--- config.mk ---
export PLATFORM = sky130hd
export DESIGN_NAME = tally_reader
export DESIGN_NICKNAME = d
export VERILOG_FILES = /design/src/rtl/tally_reader.sv
export SDC_FILE = /design/constraint.sdc
export NUM_CORES = 1
export LEC_CHECK = 0
export CAP_MARGIN = 10
export CORE_MARGIN = 1.5
export CORE_UTILIZATION = 43
export CTS_CLUSTER_SIZE = 14
export DETAILED_ROUTE_END_ITERATION = 6
export PLACE_DENSITY = 0.7
export SLEW_MARGIN = 20
export SYNTH_ARGS = -nofsm -noshare
export SYNTH_HDL_FRONTEND = slang
export SYNTH_SLANG_ARGS = --single-unit
--- constraint.sdc ---
create_clock -name clock -period 1.31 [get_ports clock]
set_input_delay 0.1965 -clock clock [delete_from_list [all_inputs] [get_ports clock]]
set_output_delay 0.1965 -clock clock [all_outputs]
set_load 0.01 [all_outputs]
--- src/rtl/tally_reader.sv ---
`default_nettype none
// ============================================================================
//  Module   : tally_reader
//  Brief    : Reads the four candidate counts out of the voting machine by
//             driving mode/button1..4, samples led for each candidate and
//             hands the counts to a downstream consumer over valid/ready.
//             Optional build macro TALLY_TOTAL_EN adds a running total output.
//  Revision : 1.0  initial release
// ============================================================================
module tally_reader #(
    parameter int SETUP_CYCLES  = 4,
    parameter int SETTLE_CYCLES = 8,
    parameter int GAP_CYCLES    = 4,
    parameter int CNT_W         = 8
) (
    input  logic             clock,
    input  logic             reset,
    input  logic             start,
    input  logic [CNT_W-1:0] led,
    output logic             mode,
    output logic             button1,
    output logic             button2,
    output logic             button3,
    output logic             button4,
    output logic             result_valid,
    input  logic             result_ready,
    output logic [1:0]       result_id,
    output logic [CNT_W-1:0] result_count,
    output logic             busy,
    output logic             done
`ifdef TALLY_TOTAL_EN
    ,
    output logic [CNT_W+1:0] total_count
`endif
);

    // One shared wait counter covers SETUP, PRESS and GAP; size it for the longest.
    localparam int c_MAX_WAIT = (SETUP_CYCLES > SETTLE_CYCLES)
                              ? ((SETUP_CYCLES > GAP_CYCLES) ? SETUP_CYCLES : GAP_CYCLES)
                              : ((SETTLE_CYCLES > GAP_CYCLES) ? SETTLE_CYCLES : GAP_CYCLES);
    localparam int c_WAIT_W = $clog2(c_MAX_WAIT + 1);
    localparam logic [c_WAIT_W-1:0] c_SETUP_LAST  = c_WAIT_W'(SETUP_CYCLES - 1);
    localparam logic [c_WAIT_W-1:0] c_SETTLE_LAST = c_WAIT_W'(SETTLE_CYCLES - 1);
    localparam logic [c_WAIT_W-1:0] c_GAP_LAST    = c_WAIT_W'(GAP_CYCLES - 1);
    localparam logic [c_WAIT_W-1:0] c_WAIT_ONE    = c_WAIT_W'(1);

    typedef enum logic [2:0] {
        S_IDLE    = 3'd0,
        S_SETUP   = 3'd1,
        S_PRESS   = 3'd2,
        S_CAPTURE = 3'd3,
        S_OFFER   = 3'd4,
        S_GAP     = 3'd5,
        S_FINISH  = 3'd6
    } state_t;

    state_t              r_state,  w_state;
    logic [c_WAIT_W-1:0] r_wait,   w_wait;
    logic [1:0]          r_idx,    w_idx;
    logic                r_mode,   w_mode;
    logic [3:0]          r_btn,    w_btn;
    logic                r_valid,  w_valid;
    logic [1:0]          r_id,     w_id;
    logic [CNT_W-1:0]    r_count,  w_count;
    logic                r_busy,   w_busy;
    logic                r_done,   w_done;
`ifdef TALLY_TOTAL_EN
    localparam int c_TOT_W = CNT_W + 2;
    logic [c_TOT_W-1:0]  r_total,  w_total;
`endif

    // Next-state and next-output decode; every output is registered below.
    always_comb begin
        w_state = r_state;
        w_wait  = r_wait + c_WAIT_ONE;
        w_idx   = r_idx;
        w_mode  = r_mode;
        w_btn   = r_btn;
        w_valid = r_valid;
        w_id    = r_id;
        w_count = r_count;
        w_busy  = r_busy;
        w_done  = 1'b0;
`ifdef TALLY_TOTAL_EN
        w_total = r_total;
`endif
        case (r_state)
            S_IDLE: begin
                w_wait = '0;
                if (start) begin
                    w_state = S_SETUP;
                    w_mode  = 1'b1;
                    w_busy  = 1'b1;
                    w_idx   = 2'd0;
`ifdef TALLY_TOTAL_EN
                    w_total = '0;
`endif
                end
            end
            S_SETUP: begin
                if (r_wait == c_SETUP_LAST) begin
                    w_state = S_PRESS;
                    w_wait  = '0;
                    w_btn   = 4'b0001 << r_idx;
                end
            end
            S_PRESS: begin
                // led is taken on the last pressed cycle while the button is still down.
                if (r_wait == c_SETTLE_LAST) begin
                    w_state = S_CAPTURE;
                    w_wait  = '0;
                    w_btn   = 4'b0000;
                    w_count = led;
                    w_id    = r_idx;
                end
            end
            S_CAPTURE: begin
                w_state = S_OFFER;
                w_wait  = '0;
                w_valid = 1'b1;
            end
            S_OFFER: begin
                w_wait = '0;
                if (r_valid && result_ready) begin
                    w_state = S_GAP;
                    w_valid = 1'b0;
`ifdef TALLY_TOTAL_EN
                    w_total = r_total + c_TOT_W'(r_count);
`endif
                end
            end
            S_GAP: begin
                if (r_wait == c_GAP_LAST) begin
                    w_wait = '0;
                    if (r_idx == 2'd3) begin
                        w_state = S_FINISH;
                    end else begin
                        w_state = S_PRESS;
                        w_idx   = r_idx + 2'd1;
                        w_btn   = 4'b0001 << (r_idx + 2'd1);
                    end
                end
            end
            S_FINISH: begin
                w_state = S_IDLE;
                w_wait  = '0;
                w_mode  = 1'b0;
                w_busy  = 1'b0;
                w_done  = 1'b1;
            end
            default: begin
                w_state = S_IDLE;
                w_wait  = '0;
            end
        endcase
    end

    // State and output registers with synchronous reset taking priority.
    always_ff @(posedge clock) begin
        if (reset) begin
            r_state <= S_IDLE;
            r_wait  <= '0;
            r_idx   <= 2'd0;
            r_mode  <= 1'b0;
            r_btn   <= 4'b0000;
            r_valid <= 1'b0;
            r_id    <= 2'd0;
            r_count <= '0;
            r_busy  <= 1'b0;
            r_done  <= 1'b0;
`ifdef TALLY_TOTAL_EN
            r_total <= '0;
`endif
        end else begin
            r_state <= w_state;
            r_wait  <= w_wait;
            r_idx   <= w_idx;
            r_mode  <= w_mode;
            r_btn   <= w_btn;
            r_valid <= w_valid;
            r_id    <= w_id;
            r_count <= w_count;
            r_busy  <= w_busy;
            r_done  <= w_done;
`ifdef TALLY_TOTAL_EN
            r_total <= w_total;
`endif
        end
    end

    assign mode         = r_mode;
    assign button1      = r_btn[0];
    assign button2      = r_btn[1];
    assign button3      = r_btn[2];
    assign button4      = r_btn[3];
    assign result_valid = r_valid;
    assign result_id    = r_id;
    assign result_count = r_count;
    assign busy         = r_busy;
    assign done         = r_done;
`ifdef TALLY_TOTAL_EN
    assign total_count  = r_total;
`endif

endmodule
`default_nettype wire

# Word level (Yosys, flattened, before mapping)
# Index checks and enable logic that the tools add are counted.
# word_totals
reg_bits,26
n_memories,0
output_inout_bits,18
wordCells,65
input_bits,12
romBits,0
latchBits,0
ram_bits,0
# classes
magnitude_cmp,0
n_eq_ne,15
multipliers,0
n_mux,24
n_bitwise,0
n_reduce_logical,13
shift,2
n_div,0
addsub,2
# ops
operator,count
$mux W4,6
$mux W3,6
$pmux W3 S6,1
$ne A2 B2 Y1 const B,6
$pmux W4 S3,1
$reduce_and A5 Y1,2
$eq A3 B3 Y1 const B,3
$pmux W4 S2,1
$shl A1 B2 Y4 const A,2
$eq A3 B2 Y1 const B,2
$mux W2,3
$reduce_and A2 Y1,3
$reduce_bool A2 Y1,3
$add A4 B1 Y4 const B,1
$eq A4 B2 Y1 const B,1
$eq A4 B3 Y1 const B,1
$pmux W1 S2,2
$pmux W2 S2,1
$reduce_and A4 Y1,1
$eq A3 B1 Y1 const B,1
$logic_not A3 Y1,1
$mux W1,3
$reduce_bool A3 Y1,1
$add A2 B1 Y2 const B,1
other kinds (3),3

# Logic depth before layout (Yosys ltp)
# depth
depth_word,5
depth_mapped,6
ltp_nobuf,5

# Worst setup path after synthesis
# OpenSTA, ideal clock, no wires.
# synth_path
path_type,register to register
start,reg r_wait[0]
end,reg r_btn[2]
path_slack_ns,-0.135
t_required_ns,1.238
path_stages_with_launch,6
n_path_buf,0
arrival_ns,1.373
setup_time_ns,0.072
synth_period_minus_slack_ns,1.445
path_cell_list,dfxtp_1 ha_1 nor3b_2 a2bb2oi_2 o21a_1 mux2i_1
# synth_via
elab_chain_len,3
elab_cells_between_ends,6
cone_classes,eq/ne (5); reduce/logical (1)
# synth_lines
item,line_no,rtl
"start, declared",58,"logic [c_WAIT_W-1:0] r_wait, w_wait;"
"start signal, assigned",176,r_wait <= w_wait;
$eq A4 B2 Y1 or $eq A4 B3 Y1 (tied branches),"101, 133, 109",
$ne A2 B2 Y1 (no line),-,
$reduce_and A5 Y1 (no line) (*),-,
"end signal, assigned",179,r_btn <= w_btn;
"end, declared",61,"logic [3:0] r_btn, w_btn;"
# Every way passes the cells marked *; elsewhere a longest branch is shown, timed or not.
# A chain may end at the register's enable or synchronous reset.

# Final worst setup path
# layout_path
start,reg r_wait[1]
end,reg r_state[2]
# layout_via
elab_chain_len,3
elab_cells_between_ends,6
cone_classes,eq/ne (5); reduce/logical (1)
# layout_lines
item,line_no,rtl
$eq A4 B2 Y1 or $eq A4 B3 Y1 (tied branches),"101, 133, 109",
$ne A2 B2 Y1 (no line),-,
$reduce_and A5 Y1 (no line) (*),-,
"end signal, assigned",175,r_state <= w_state;
"end, declared",57,"state_t r_state, w_state;"
# Marked as above.

==> flow_summary.ini <==
[clock_network]
clock_latency_ns = 0.33
cts.path.max_buffers = 2
cts_root_buf = clkbuf_4
cts_tree = built
cts_made_buffers = 3
ctsHtreeMaxLevel = 1
ctsHoldBuffers = 0
path_clk_slew_ns = 0.15
cts.sinks = 26

[setup_path]
path_cells = ha_4 > nor3b_4 > a2bb2oi_4 > buf_4 > a21oi_2 > a311oi_1
rr_endpoint = r_state[2]
crit_path_max_fanout = 5
cpMaxStageDelayCell = dfxtp_2
rr_worst_depth = 6
endpoint = r_state[2]
r2r_setup_slack_ns = -0.20
start_kind = flip-flop
max_stage_delay_ns = 0.38
cp-end-kind = flip-flop
crit_start = r_wait[1]
worstPathArrival_ns = 1.74
r2r_start = r_wait[1]
worst-setup-path-type = reg -> reg
cp.required_ns = 1.54

[sta]
maxSlewViolCount = 0
layout_min_cycle_time_ns = 1.514
hold-worst-slack_ns = 0.4807
max_freq_mhz = 660.4
fin_crit_sh = 1.156
worst-slew-pin-transition_ns = 0.3143
grt_setup_unrepaired = true
finalSetupViolCount = 22
worst_slack_ns = -0.2042
final.setup_skew_ns = 0.006928
slew_headroom = 0.7905
hold_violations = 0

[hold_path]
hold_class = in -> reg
hold_depth = 3

[global_routing]
antenna_found_initial = 0
track_usage = 0.2339
grt_max_degree = 16
grt_pass1_vias = 1258
grt_pass1_wl_um = 5802
overflow = 0

[power]
power_uw = 2210
ir_drop_uv = 793.2
power_density_nw_per_um2 = 1103
p_leak_uw = 0.0008768

[placement]
dp_hpwl_um = 2282
port-buffer-count = 29
dp_slack_ns = -0.1842
routabilityCongestion = 0.7749

[finish]
fin_nets = 205
seq_area_um2 = 538.0
multi_input_area_um2 = 834.6
layout-drive-gt1-share = 0.3651
antenna_cells = 0
n_fill_cell = 193
area_delta_synth_final_pct = 63.20

[status]
violations = setup timing
status = complete, but fails checks

[synthesis]
syn_nets = 146
syn-instance-count = 131
synth-edff-count = 0
yosysUniqueCellTypes = 36
synth_seq_cells = 26
synth_seq_area_share = 0.4241
ys_warn_count = 0
async_reset_ff_frac = 0
synth_ff_type = dfxtp_1
synth_area_um2 = 1227
synth_area_per_cell_um2 = 9.370

[floorplan]
dieHeight_um = 56.43
io_pins = 30
die_x_um = 56.43
initial_core_util = 0.4490
coreArea_um2 = 2734
std_cell_rows = 19
fp.dieArea_um2 = 3184

[job]
maxCapViolCount = 0

[routing]
drt_drc_violations_left = 0
wl_um = 3704
ant_nets = 0
vias = 1205
drt_iter0_drc = 29
first_pass_iters = 4
wl_per_cell_um = 16.84
via_per_inst = 5.477
## cell families after synthesis
logic type,synth area share
simple gates,0.2487
buf+inv,0.03976
mux,0.1305
flops,0.4241
fa+ha+maj,0.03058
compound gates,0.1121
xor+xnor,0.01427
## sequential cells by signal, indices dropped and copies added, names as in the netlist
signal,count
busy,1
r_state,3
r_idx,2
r_wait,4
result_valid,1
result_id,2
r_btn,4
result_count,8
done,1
## worst min path at each step
stage               slack [ns]     start         endpoint
detailed placement        0.47  r_btn[1]         r_btn[1]
finish                    0.48    led[6]  result_count[6]
CTS                       0.49  r_btn[1]         r_btn[1]
floorplan                 0.34    led[0]  result_count[0]
global route              0.48    led[6]  result_count[6]
global placement          0.46  r_btn[3]         r_btn[3]
## area by class of cell
| class | instances | share of cell area |
|---|---|---|
| well taps | 31 | 0.01936 |
| multi-input cells | 95 | 0.4166 |
| clock buffers | 3 | 0.01124 |
| flip-flops and latches | 26 | 0.2686 |
| inverters | 5 | 0.009369 |
| clock inverters | 1 | 0.01499 |
| repair buffers | 59 | 0.2598 |
## layout by cell type (no fill, tap or decap), types with 2 or more instances in the layout
master           netlist  final
a21o_1                 2      2
a21oi_1                7      3
a21oi_2                0      3
a31oi_1                3      2
buf_4                  1     25
buf_6                  0      4
clkbuf_4               0      3
clkdlybuf4s50_1        0     11
dfxtp_1               26     18
dfxtp_2                0      5
dfxtp_4                0      3
dlygate4sd2_1          0     18
inv_1                  5      5
mux2i_1               16     15
nand2_1                2      2
nand2b_1               9      7
nand3_1                7      6
nor2_1                22     18
nor2_2                 0      2
nor2_4                 0      3
nor3b_4                0      2
## per-stage QoR
step	util	setup TNS [ns]	std cells	instance area (µm²)
2_1_floorplan	-	-0.2176	131	1260
3_3_place_gp	0.6311	-1.909	208	1725
3_5_place_dp	0.6311	-2.752	208	1725
4_1_cts	0.6993	-1.943	217	1912
5_1_grt	0.7327	-3.937	220	2003
6_report	0.7327	-2.684	220	2003
## per-layer routing
metal	vias up	global-route usage	wire length, µm
li1	576	-	-
met1	567	0.2601	1453
met2	49	0.4352	1965
met3	13	0.03917	156
met4	0	0.09184	129
met5	-	0	0
## Yosys cell counts, types with 2 or more instances
| cell | n | area share |
|---|---|---|
| ha_1 | 3 | 0.031 |
| nand3_1 | 7 | 0.029 |
| nor2_1 | 22 | 0.067 |
| nor3b_2 | 2 | 0.020 |
| clkbuf_1 | 2 | 0.0061 |
| mux2i_1 | 16 | 0.13 |
| dfxtp_1 | 26 | 0.42 |
| nand2_1 | 2 | 0.0061 |
| a21o_1 | 2 | 0.012 |
| buf_2 | 3 | 0.012 |
| nand2b_1 | 9 | 0.046 |
| a31oi_1 | 3 | 0.015 |
| a21oi_1 | 7 | 0.029 |
| inv_1 | 5 | 0.015 |
## power breakdown
part / switching [µW] / leakage [µW] / internal (µW)
sequential: 41.9 / 0.000215 / 837
clock: 254 / 0.0000279 / 309
combinational: 359 / 0.000634 / 409
## repair_timing
action	CTS	global route
resized for setup	45	12
setup buffers	4	4
setup endpoints to repair	39	25
cloned	1	0
pin swaps	11	9
## worst max-delay path: cells and delay by family (launching register included)
kind	cells	cell delay, ns
AO/OA/AOI/OAI	3	0.51
adder cells (fa/ha/maj)	1	0.14
buffers and inverters	1	0.16
flip-flops	1	0.38
AND/OR/NAND/NOR	1	0.23
No activity file was read; power rests on OpenSTA's default activity.
